--- src/rtl/fetch_pkg.sv ---
// fetch_pkg: shared widths, FSM states and FIFO entry layout for the fetch unit
package fetch_pkg;
  localparam int XLEN = 32;
  localparam int FETCH_DEPTH = 2;
  typedef enum logic [1:0] {RESET, RUN, FLUSH} state_t;
  typedef struct packed {
    logic [XLEN-1:0] pc;
    logic [XLEN-1:0] word;
  } entry_t;
endpackage

--- src/rtl/inst_fifo.sv ---
// inst_fifo: 2-entry synchronous FIFO with flush, used for instructions and request tags
module inst_fifo
  import fetch_pkg::*;
#(
  parameter int W = 64
) (
  input  logic         clk,
  input  logic         rst_n,
  input  logic         flush,
  input  logic         push,
  input  logic         pop,
  input  logic [W-1:0] din,
  output logic [W-1:0] dout,
  output logic [1:0]   count
);
  logic [W-1:0] mem [FETCH_DEPTH];
  logic rp, wp;
  assign dout = mem[rp];
  always_ff @(posedge clk or negedge rst_n)
    if (!rst_n) begin
      mem[0] <= '0;
      mem[1] <= '0;
      rp <= 1'b0;
      wp <= 1'b0;
      count <= 2'd0;
    end else if (flush) begin
      rp <= 1'b0;
      wp <= 1'b0;
      count <= 2'd0;
    end else begin
      if (push) begin
        mem[wp] <= din;
        wp <= ~wp;
      end
      if (pop) rp <= ~rp;
      count <= count + {1'b0, push} - {1'b0, pop};
    end
endmodule

--- src/rtl/fetch_unit.sv ---
// fetch_unit: instruction fetch with 2 outstanding requests, 2-entry buffer and redirect flush
module fetch_unit
  import fetch_pkg::*;
#(
  parameter logic [XLEN-1:0] RESET_PC = 32'h0000_0000
) (
  input  logic        clk,
  input  logic        rst_n,
  input  logic        jreq,
  input  logic [31:0] jval,
  output logic        imem_req,
  output logic [31:0] imem_addr,
  input  logic        imem_gnt,
  input  logic        imem_rvalid,
  input  logic [31:0] imem_rdata,
  output logic        inst_valid,
  output logic [31:0] inst,
  output logic [31:0] inst_pc,
  input  logic        inst_ready
);
  state_t state, state_n;
  logic [31:0] fetch_pc, pc_n, tag_pc;
  logic [1:0] kill_cnt, kill_n, tag_cnt, fifo_cnt;
  logic grant, push, pop;
  entry_t head;
  assign grant = imem_req & imem_gnt;
  assign pop = inst_valid & inst_ready;
  // responses in the redirect cycle belong to the old stream and are dropped
  assign push = imem_rvalid & (state != FLUSH) & ~jreq;
  assign imem_req = (state != RESET) && ({1'b0, tag_cnt} + {1'b0, fifo_cnt} < 3'd2);
  assign imem_addr = fetch_pc;
  assign inst_valid = fifo_cnt != 2'd0;
  assign inst = head.word;
  assign inst_pc = head.pc;
  always_comb begin
    pc_n = jreq ? {jval[31:2], 2'b00} : grant ? fetch_pc + 32'd4 : fetch_pc;
    kill_n = jreq ? tag_cnt + {1'b0, grant} - {1'b0, imem_rvalid}
           : (state == FLUSH && imem_rvalid) ? kill_cnt - 2'd1 : kill_cnt;
    state_n = (kill_n != 2'd0) ? FLUSH : RUN;
  end
  always_ff @(posedge clk or negedge rst_n)
    if (!rst_n) begin
      state <= RESET;
      fetch_pc <= RESET_PC;
      kill_cnt <= 2'd0;
    end else begin
      state <= state_n;
      fetch_pc <= pc_n;
      kill_cnt <= kill_n;
    end
  // tag queue tracks every granted address, killed or not, so its count is the outstanding count
  inst_fifo #(.W(XLEN)) u_tag_q (
    .clk(clk),
    .rst_n(rst_n),
    .flush(1'b0),
    .push(grant),
    .pop(imem_rvalid),
    .din(fetch_pc),
    .dout(tag_pc),
    .count(tag_cnt)
  );
  inst_fifo #(.W($bits(entry_t))) u_inst_q (
    .clk(clk),
    .rst_n(rst_n),
    .flush(jreq),
    .push(push),
    .pop(pop),
    .din({tag_pc, imem_rdata}),
    .dout(head),
    .count(fifo_cnt)
  );
  assert property (@(posedge clk) disable iff (!rst_n) !(imem_rvalid && fifo_cnt == 2'd2));
endmodule
--- config.mk ---
export PLATFORM = sky130hd
export DESIGN_NAME = fetch_unit
export DESIGN_NICKNAME = d
export VERILOG_FILES = /design/src/rtl/fetch_pkg.sv /design/src/rtl/inst_fifo.sv /design/src/rtl/fetch_unit.sv
export SDC_FILE = /design/constraint.sdc
export NUM_CORES = 1
export LEC_CHECK = 0
export ABC_AREA = 1
export CAP_MARGIN = 20
export CORE_MARGIN = 10
export CORE_UTILIZATION = 35
export CTS_CLUSTER_SIZE = 40
export DETAILED_ROUTE_END_ITERATION = 10
export PLACE_DENSITY = 0.69
export SETUP_SLACK_MARGIN = 0.4
export SLEW_MARGIN = 10
export SYNTH_ARGS = -nofsm -noshare
export SYNTH_HDL_FRONTEND = slang
export SYNTH_SLANG_ARGS = --single-unit
--- constraint.sdc ---
create_clock -name clk -period 2.55 [get_ports clk]
set_clock_uncertainty 0.15 [all_clocks]
set_input_delay 0.51 -clock clk [delete_from_list [all_inputs] [get_ports clk]]
set_output_delay 0.51 -clock clk [all_outputs]
set_load 0.02 [all_outputs]
==> results.cfg <==
[finish]
finish.instance_area_um2 = 16900
fin_cells = 2046
multi_input_area_um2 = 5910
nets = 1706
drive_above_1_share = 0.316
area_growth_pct = 57.0
seq_area_um2 = 5660
fillers = 2586
n_antenna_cell = 0

[placed_design]
dpl.hpwl_um = 20600
place_congestion = 0.832
dp_cells = 1927
dpl-instance-area_um2 = 12900
numPortBuffers = 161

[clock_tree]
cts_buffers = 26
clk_pin_slew_worst_paths_ns = 0.06
cts_buffer_depth = 3
htree_levels = 1
tritoncts = done
clkSinkCount = 226
clk_latency_ns = 0.53
root_buffer = clkbuf_16

[min_path]
min_path_cells = 4
holdCritPathClass = input port to flop

[synthesis]
ys_seq_elements = 226
ys_warn_count = 0
syn_area_um2 = 10700
post_synth_num_cell_types = 30
synth_commonest_cells = nand2_1, dfrtp_1, o21ai_0
synth-main-ff-cell = dfrtp_1
synth_cells = 1407
synth_top_area_frac = 0.527
synth.most_common_cell = nand2_1
seq_area_frac_synth = 0.527
postSynth.asyncResetShare = 1.00
synth_area_per_cell_um2 = 7.63
synth_area_leaders = dfrtp_1, nand2_1, o21ai_0
yosys.area.top_type = dfrtp_1
synth-edff-count = 0

[timing]
fin_setup_tns_ns = 0
finalSetupViolations = 0
slew_headroom = 0.618
period_needed_ns = 2.52
fmax_mhz = 397
maxSlewViolCount = 0
tightest_slew_ns = 0.573
hold_viol = 0
rsz0062_at_grt = yes
post-route-period-util = 0.988

[setup_path]
critPathArrivalTime_ns = 2.82
critPathBufInv = 6
start_kind = flop
worstPathRequired_ns = 2.85
rr_worst_depth = 13
timing.critical_path.depth = 13
crit_path_end_kind = flop
cpMostUsedCell = nor2_4
cp_cell_sequence = nand2_1, inv_1, fa_1, nor3_4, buf_4, buf_6, nand2_8, buf_8, nor2_4, buf_12, clkbuf_16, nor2_4, a21oi_2
path_delay_family = buffers and inverters
crit_type = flop to flop
max_stage_delay_ns = 0.48
cp_max_fo = 6
cp_slowest_cell = fa_1

[floorplanning]
die_w_um = 195
ioPinCount = 168
die_area_um2 = 38100
chipHeight_um = 195
core_um2 = 30400
start_util = 0.353
rows = 64

[pwr]
pwr_density_cell_nw_per_um2 = 1280
vdd_ir_drop_max_mv = 1.01
p_leak_nw = 8.35

[grt]
grt_max_degree = 95
overflow = 0
grt_util_all_layers = 0.167
grt_pass1_vias = 9635
grt_pass1_wl_um = 52900
antenna_found_initial = 0

[run]
maxCapViolCount = 0

[detailed_routing]
vias = 10200
firstDrtPassIters = 5
via_per_inst = 4.98
postRouteAntennaNets = 0
drt_iter0_drc = 675
wirelength_um = 36500
drc = 0
routedWlPerCell_um = 17.9

[run_status]
outcome = complete, no violations
## logic make-up after synthesis
logic type                 after synthesis  share of synthesized area
adders and majority gates                6                    0.00769
and+or+nand+nor                        697                      0.258
DFF                                    226                      0.527
AOI/OAI and AO/OA                      231                      0.109
xor gates and xnor gates                12                    0.00979
buffers and inverters                  234                     0.0886
other                                    1                   0.000349
## worst paths after layout
path                                               from                      endpoint  slack (ns)
hold reg to reg            u_inst_q.mem[42]$_DFFE_PN0P_  u_inst_q.mem[42]$_DFFE_PN0P_        0.33
max in group asynchronous                         rst_n     imem_addr[24]$_DFFE_PN0P_        1.04
hold / removal                                     jreq       u_inst_q.wp$_DFFE_PN0P_        0.22
min in group asynchronous                         rst_n  u_inst_q.mem[73]$_DFFE_PN0P_        0.39
setup / recovery            u_inst_q.count[0]$_DFF_PN0_   u_tag_q.mem[15]$_DFFE_PN0P_        0.03
setup reg to reg            u_inst_q.count[0]$_DFF_PN0_   u_tag_q.mem[15]$_DFFE_PN0P_        0.03
## worst min-delay path, stage by stage
cell and delay, ns:
buf_2 0.14, nor3_4 0.06, inv_2 0.08, nand2_1 0.06
## cell usage in the layout, fill, tap and decap left out, drive strengths merged
cell type / n
a21oi: 31
and2: 1
buf: 158
clkbuf: 56
clkdlybuf4s50: 65
clkinv: 3
clkinvlp: 2
conb: 4
dfrtp: 226
dlygate4sd2: 18
dlygate4sd3: 1
dlymetal6s2s: 12
fa: 1
ha: 5
inv: 159
nand2: 541
nand3: 67
nand4: 2
nor2: 82
nor3: 3
o211ai: 3
o21a: 1
o21ai: 196
or2: 1
xnor2: 5
xor2: 7
## sequential cells by signal, summed over array words and instances (netlist names)
name,flops
imem_addr,30
kill_cnt,2
state,2
u_inst_q.count,2
u_inst_q.mem,124
u_inst_q.rp,1
u_inst_q.wp,1
u_tag_q.count,2
u_tag_q.mem,60
u_tag_q.rp,1
u_tag_q.wp,1
## where the power goes
| part | switching (mW) | internal (mW) |
|---|---|---|
| Sequential | 1.42 | 5.19 |
| Combinational | 6.18 | 5.21 |
| Clock | 1.48 | 2.17 |
| Total | 9.08 | 12.6 |
## per-stage QoR
stage / setup slack [ns] / utilization / hold WS (ns) / total power, mW
after floorplan: 0.0474 / - / 0.0644 / 10.5
after global placement: 0.0501 / 0.424 / 0.312 / 13.5
after detailed placement: 0.0702 / 0.424 / 0.315 / 13.7
after CTS: -0.00888 / 0.491 / 0.207 / 18.9
after global routing: -0.0468 / 0.554 / 0.247 / 22.9
final: 0.0301 / 0.554 / 0.215 / 21.7
## cell type report
cell class                 count  share of cell area
multi-input combinational    950               0.350
sequential                   226               0.336
timing repair buffer         265               0.198
clock buffer                  45              0.0488
inverter                     161              0.0369
tap                          396              0.0294
clock inverter                 3             0.00119
## per-layer routing
metal  share of wire  wire length [um]  global-route usage  vias to the layer above
met5               0                 0                   0                        -
met4           0.026               947              0.0351                        0
met3           0.060              2190              0.0336                       66
met2            0.49             17900               0.268                      324
met1            0.42             15500               0.230                     4977
li1                -                 -                   -                     4832
## timing repair
action,4_1_cts,5_1_grt
hold buffers,1,0
setup endpoints to repair,188,170
gates cloned,12,16
buffers inserted,24,18
hold endpoints to repair,63,0
pin swaps,30,73
gates resized for setup,633,388
No activity file was read; power rests on OpenSTA's default activity.
